===== config.mk =====
export PLATFORM = sky130hd
export DESIGN_NAME = unidad_control
export DESIGN_NICKNAME = d
export VERILOG_FILES = /design/src/rtl/unidad_control_pkg.sv /design/src/rtl/unidad_control_decodificador_instr.sv /design/src/rtl/unidad_control.sv
export SDC_FILE = /design/constraint.sdc
export NUM_CORES = 1
export LEC_CHECK = 0
export ABC_AREA = 1
export CORE_ASPECT_RATIO = 0.7
export CORE_UTILIZATION = 51
export CTS_CLUSTER_SIZE = 30
export DETAILED_ROUTE_END_ITERATION = 7
export GPL_ROUTABILITY_DRIVEN = 0
export PLACE_DENSITY = 0.86
export SYNTH_ARGS = -nofsm -noshare
export SYNTH_HDL_FRONTEND = slang
export SYNTH_SLANG_ARGS = --single-unit

===== constraint.sdc =====
create_clock -name clock -period 4.1 [get_ports clock]
set_clock_uncertainty 0.2 [all_clocks]
set_input_delay 1.025 -clock clock [delete_from_list [all_inputs] [get_ports clock]]
set_output_delay 1.025 -clock clock [all_outputs]
set_load 0.02 [all_outputs]

===== src/rtl/unidad_control_pkg.sv =====
// unidad_control_pkg: shared types for the Procesador control unit.
// Opcodes, FSM states, IR field positions, Tags indices, control word.
package unidad_control_pkg;

    typedef enum logic [3:0] {
        OP_NOP  = 4'h0,
        OP_OPR  = 4'h1,
        OP_OPI  = 4'h2,
        OP_SHF  = 4'h3,
        OP_LD   = 4'h4,
        OP_ST   = 4'h5,
        OP_JMP  = 4'h6,
        OP_BRC  = 4'h7,
        OP_HALT = 4'hF
    } opcode_t;

    typedef enum logic [2:0] {
        S_IDLE,
        S_FETCH,
        S_FETCH_K,
        S_EXEC,
        S_MEM
    } state_t;

    localparam int IR_OP_HI = 15;
    localparam int IR_OP_LO = 12;
    localparam int IR_RD_HI = 11;
    localparam int IR_RD_LO = 10;
    localparam int IR_RA_HI = 9;
    localparam int IR_RA_LO = 8;
    localparam int IR_RB_HI = 7;
    localparam int IR_RB_LO = 6;
    localparam int IR_FN_HI = 5;
    localparam int IR_FN_LO = 2;
    localparam int IR_SH_HI = 3;
    localparam int IR_SH_LO = 2;

    localparam int TAG_Z = 0;
    localparam int TAG_N = 1;
    localparam int TAG_C = 2;
    localparam int TAG_V = 3;

    typedef struct packed {
        logic [1:0] a_sel;
        logic [1:0] b_sel;
        logic [1:0] d_sel;
        logic [1:0] h_sel;
        logic [3:0] g_sel;
        logic       mb_sel;
        logic       md_sel;
        logic       mf_sel;
        logic [3:0] load_en;
        logic       mem_req;
        logic       mem_we;
    } ctrl_t;

    localparam ctrl_t CTRL_DEFAULT = '0;

    function automatic logic [3:0] onehot(input logic [1:0] r);
        return 4'b0001 << r;
    endfunction

    // 8..E are unassigned; F is HALT.
    function automatic logic is_illegal(input logic [3:0] op);
        return op[3] && (op != 4'hF);
    endfunction

endpackage


===== src/rtl/unidad_control_decodificador_instr.sv =====
// decodificador_instr: combinational control-word decode from (state, IR, K).
// Ports: state, ir, k in; ctrl (selects, load_en, mem_req/we), cons out.
module decodificador_instr
    import unidad_control_pkg::*;
#(
    parameter int m = 8
) (
    input  state_t         state,
    input  logic [15:0]    ir,
    input  logic [m-1:0]   k,
    output ctrl_t          ctrl,
    output logic [m-1:0]   cons
);

    opcode_t    op;
    logic [1:0] rd, ra, rb, sh;
    logic [3:0] fn;
    logic       unused_rsv;

    assign op = opcode_t'(ir[IR_OP_HI:IR_OP_LO]);
    assign rd = ir[IR_RD_HI:IR_RD_LO];
    assign ra = ir[IR_RA_HI:IR_RA_LO];
    assign rb = ir[IR_RB_HI:IR_RB_LO];
    assign fn = ir[IR_FN_HI:IR_FN_LO];
    assign sh = ir[IR_SH_HI:IR_SH_LO];
    assign unused_rsv = ^ir[1:0];

    always_comb begin
        ctrl = CTRL_DEFAULT;
        cons = '0;
        unique case (state)
            S_EXEC: begin
                case (op)
                    OP_OPR, OP_OPI: begin
                        ctrl.a_sel   = ra;
                        ctrl.b_sel   = rb;
                        ctrl.d_sel   = rd;
                        ctrl.g_sel   = fn;
                        ctrl.load_en = onehot(rd);
                        if (op == OP_OPI) begin
                            ctrl.mb_sel = 1'b1;
                            cons        = k;
                        end
                    end
                    OP_SHF: begin
                        ctrl.b_sel   = rb;
                        ctrl.d_sel   = rd;
                        ctrl.h_sel   = sh;
                        ctrl.mf_sel  = 1'b1;
                        ctrl.load_en = onehot(rd);
                    end
                    default: ;
                endcase
            end
            S_MEM: begin
                ctrl.mem_req = 1'b1;
                ctrl.a_sel   = ra;
                ctrl.b_sel   = rb;
                ctrl.mem_we  = (op == OP_ST);
                // Load write-back; the top masks it outside the ack cycle.
                if (op == OP_LD) begin
                    ctrl.d_sel   = rd;
                    ctrl.md_sel  = 1'b1;
                    ctrl.load_en = onehot(rd);
                end
            end
            default: ;
        endcase
    end

endmodule


===== src/rtl/unidad_control.sv =====
// unidad_control: multi-cycle FSM sequencing the Procesador datapath.
// Ports: ROM (pc_out/instr_in), data mem handshake, control word, status.
module unidad_control
    import unidad_control_pkg::*;
#(
    parameter int m   = 8,
    parameter int PCW = 8
) (
    input  logic           clock,
    input  logic           reset,
    input  logic           start,
    output logic [PCW-1:0] pc_out,
    input  logic [15:0]    instr_in,
    input  logic [3:0]     Tags,
    output logic           mem_req,
    output logic           mem_we,
    input  logic           mem_ack,
    output logic [1:0]     A_sel,
    output logic [1:0]     B_sel,
    output logic [1:0]     D_sel,
    output logic [1:0]     H_sel,
    output logic [3:0]     G_sel,
    output logic           MB_sel,
    output logic           MD_sel,
    output logic           MF_sel,
    output logic [m-1:0]   Cons_IN,
    output logic [3:0]     Load_en,
    output logic           busy,
    output logic           halted,
    output logic           error
);

    state_t         state, state_n;
    logic [PCW-1:0] pc;
    logic [15:0]    ir;
    logic [m-1:0]   k;
    logic [3:0]     flags;
    logic           error_q, halted_q;
    opcode_t        op_in, op_ir;
    logic           taken;
    ctrl_t          ctrl, ctrl_g;
    logic [m-1:0]   cons;

    // FETCH decides on the word arriving from ROM, later states on IR.
    assign op_in = opcode_t'(instr_in[IR_OP_HI:IR_OP_LO]);
    assign op_ir = opcode_t'(ir[IR_OP_HI:IR_OP_LO]);
    assign taken = |(flags & ir[IR_FN_HI:IR_FN_LO]);

    always_ff @(posedge clock or posedge reset) begin
        if (reset) state <= S_IDLE;
        else       state <= state_n;
    end

    always_comb begin
        state_n = state;
        unique case (state)
            S_IDLE:    if (start) state_n = S_FETCH;
            S_FETCH: begin
                case (op_in)
                    OP_OPI, OP_JMP, OP_BRC: state_n = S_FETCH_K;
                    OP_LD, OP_ST:           state_n = S_MEM;
                    OP_HALT:                state_n = S_IDLE;
                    default:                state_n = S_EXEC;
                endcase
            end
            S_FETCH_K: state_n = (op_ir == OP_OPI) ? S_EXEC : S_FETCH;
            S_EXEC:    state_n = S_FETCH;
            S_MEM:     if (mem_ack) state_n = S_FETCH;
            default:   state_n = S_IDLE;
        endcase
    end

    always_ff @(posedge clock or posedge reset) begin
        if (reset) begin
            pc       <= '0;
            ir       <= '0;
            k        <= '0;
            flags    <= '0;
            error_q  <= 1'b0;
            halted_q <= 1'b0;
        end else begin
            unique case (state)
                S_IDLE: if (start) halted_q <= 1'b0;
                S_FETCH: begin
                    ir <= instr_in;
                    pc <= pc + PCW'(1);
                    if (is_illegal(instr_in[IR_OP_HI:IR_OP_LO]))
                        error_q <= 1'b1;
                    if (op_in == OP_HALT)
                        halted_q <= 1'b1;
                end
                S_FETCH_K: begin
                    k <= instr_in[m-1:0];
                    if (op_ir == OP_JMP || (op_ir == OP_BRC && taken))
                        pc <= instr_in[PCW-1:0];
                    else
                        pc <= pc + PCW'(1);
                end
                S_EXEC: begin
                    if (op_ir == OP_OPR || op_ir == OP_OPI ||
                        op_ir == OP_SHF)
                        flags <= Tags;
                end
                default: ;
            endcase
        end
    end

    decodificador_instr #(.m(m)) u_dec (
        .state (state),
        .ir    (ir),
        .k     (k),
        .ctrl  (ctrl),
        .cons  (cons)
    );

    // A load only writes back in the cycle memory acknowledges.
    always_comb begin
        ctrl_g = ctrl;
        if (state == S_MEM && !mem_ack) begin
            ctrl_g.load_en = '0;
            ctrl_g.md_sel  = 1'b0;
        end
    end

    assign pc_out  = pc;
    assign mem_req = ctrl_g.mem_req;
    assign mem_we  = ctrl_g.mem_we;
    assign A_sel   = ctrl_g.a_sel;
    assign B_sel   = ctrl_g.b_sel;
    assign D_sel   = ctrl_g.d_sel;
    assign H_sel   = ctrl_g.h_sel;
    assign G_sel   = ctrl_g.g_sel;
    assign MB_sel  = ctrl_g.mb_sel;
    assign MD_sel  = ctrl_g.md_sel;
    assign MF_sel  = ctrl_g.mf_sel;
    assign Cons_IN = cons;
    assign Load_en = ctrl_g.load_en;
    assign busy    = (state != S_IDLE);
    assign halted  = halted_q;
    assign error   = error_q;

endmodule


==> summary.txt <==
Outcome
  • Status: finished, final reports clean

CTS
  • Clk slew on worst S/H paths: 0.07 ns
  • CTS Buffer Depth: 2
  • Post-CTS Setup Bufs: 0
  • Root Driver: clkbuf_8
  • Num CTS Buffers: 5
  • Cts hold-fix bufs: 0
  • Htree depth: 2
  • CTS tree: built
  • Num Clock Sinks: 39
  • CTS resizes: 0
  • Worst-skew pair later-pin latency: 0.30 ns

Placed design
  • Placed cell areas: between 2000 and 3000 um2
  • IO buf count: 63
  • DP HPWL: 3920 um

Cells and area
  • Nets: about 390
  • Design area: 2940 um2
  • Layout cells sized above 1: 0.0718
  • Reg area: between 900 and 1000 um2
  • Most common cell after layout, fill and taps aside: nand2_1
  • Filler instances: about 320
  • # diodes: 0
  • Multi-input logic area: about 950 um2
  • Layout area overhead: 36.4%
  • Commonest non-fill, non-tap cells in the layout: nand2_1 (93), clkdlybuf4s50_1 (63), inv_1 (49), dfrtp_1 (39), nor2_1 (27)

Timing
  • Setup violators final: 0
  • Least-Margin Pin Slew: between 0.6 and 0.7 ns
  • Post-route clock period utilization: 0.906
  • Final hold violations: 0
  • RSZ-0062 raised after global routing: false
  • Total negative setup slack: 0 ns
  • Slew HR: 0.564
  • Max Fclk: 269 MHz
  • Max Slew Vio Count: 0
  • Minimum clock period: between 3 and 4 ns

Drt
  • Met2 Wirelength: approximately 2300 um
  • Vias: 2,065
  • Vias per cell: 4.99
  • Drt pass-1 iters: 4
  • DRT met1 WL: 2480 um
  • WL met3: approximately 320 um
  • DRC: 0
  • Mean routed wirelength per cell: 12.6 um
  • Initial DRC Count: 119
  • Antenna viol nets, final: 0
  • Top Layer Used: met4
  • Final Routed Wirelength: 5210 um

Setup path
  • Critical path startpoint category: input port
  • Critical Path AT: between 2 and 2.5 ns
  • CP Max Fanout: 4
  • Crit. End Element: output port
  • Critical path class: in2out
  • Reg2reg setup slack: 2.05 ns
  • Worst path required time: approximately 2.9 ns

Floorplanning
  • Die Ht: around 56 um
  • Die area: between 4000 and 5000 um2
  • Initial Utilization: 0.539
  • Rows: 19
  • Core ar.: roughly 4000 um2
  • IO Pins: 64
  • Die Wd: 79.7 um

Yosys
  • Avg Cell Area, Syn: between 7 and 8 um2
  • Synth unique cells: 28
  • Largest cells by area after synthesis: dfrtp_1 (45%), nand2_1 (16%), inv_1 (8.5%)
  • Synthesized instance count: 295
  • Register area share after synthesis: 0.453
  • Area leader, netlist: dfrtp_1
  • Share of the synthesized area in the top cell type: 0.453
  • Net Count, Synth: 320
  • Register bit count reported by yosys: 39
  • Ys Warns: 0
  • Synth Cell Area: 2150 um2

GRT
  • Global-route wire length before repair: 8890 um
  • Tot GR Track Use: 0.266
  • GRT overflow: 0
  • Vias in the first global route: around 1,900
  • Largest net degree at the start of global routing: 40
  • Initial antenna violation count: 0

Worst hold path
  • Worst min path class: reg2reg

Run
  • Max-cap violation count: 0

Power and ir drop
  • Leak: roughly 0.0015 uW
  • Pwr/cell area: approximately 640 nW/um2
  • Worst vdd ir: about 310 uV
[flip-flops by register name, indices dropped and copies added (netlist names)]
signal,count
ir,14
k,8
state,3
halted,1
flags,4
pc_out,8
error,1
[synthesized netlist by cell type]
library cell and instances:
nand2_4 3, a21boi_0 2, nand2_2 3, inv_6 1, nor3_2 2, nand3_2 2, o211ai_1 2, a21oi_1 4
ha_1 1, inv_2 3, o21ai_0 24, nand3_4 1, o21bai_1 1, xnor2_1 2, clkbuf_2 1, nor4_1 1
buf_2 1, inv_1 49, clkbuf_1 1, nor2_2 2, buf_4 1, nand2_1 93, nand3_1 25, dfrtp_1 39
nand4_1 2, a31o_2 1, nor2_1 27, nor2_8 1
[cells by family after synthesis]
group                    after synthesis  synth area share
AO/OA/AOI/OAI                         34            0.0865
XOR/XNOR                               2           0.00813
adder cells (fa/ha/maj)                1           0.00581
buffers and inverters                 57             0.105
flip-flops                            39             0.453
AND/OR/NAND/NOR                      162             0.342
[path summary, 6_finish.rpt]
path	to	cells past startpoint	start
min in group asynchronous	halted	3	reset
worst max-delay path	Load_en[1]	6	mem_ack
worst max register to register	error	5	state[0]
max in group asynchronous	ir[11]	3	reset
worst min register to register	ir[6]	2	ir[6]
worst min-delay path	ir[6]	2	ir[6]
[routing by layer]
metal	vias up	GRT usage
met5	-	0
li1	1042	-
met3	8	0.0569
met1	950	0.383
met2	65	0.392
met4	0	0.101
[through the flow]
step / hold WS [ns] / worst slack, ns / util / total power [uW] / cells
after floorplan: 0.247 / 1.25 / - / 1290 / 295
after global placement: 0.263 / 0.417 / 0.710 / 1540 / 407
after detailed placement: 0.258 / 0.383 / 0.710 / 1570 / 407
after CTS: 0.288 / 0.372 / 0.736 / 1890 / 414
after global routing: 0.302 / 0.304 / 0.736 / 2050 / 414
final: 0.284 / 0.385 / 0.736 / 1890 / 414
[area by class of cell]
cell class,instances,share of cell area
Multi-Input combinational cell,199,0.324
Timing Repair Buffer,64,0.217
Tap cell,52,0.0221
Clock buffer,6,0.0247
Clock inverter,1,0.0102
Inverter,53,0.0694
Sequential cell,39,0.332
[worst max-delay path, stage by stage]
cell	delay, ns
clkdlybuf4s50_1	0.45
inv_1	0.04
nand2_1	0.10
inv_1	0.08
nor3_2	0.15
clkdlybuf4s50_1	0.63
[report_power, final]
| part | internal (uW) | switching [uW] | leakage [uW] |
|---|---|---|---|
| registers | 561 | 151 | 0.000480 |
| clock network | 178 | 134 | 0.0000513 |
| logic | 323 | 540 | 0.000955 |
(Power assumes the default switching activity.)
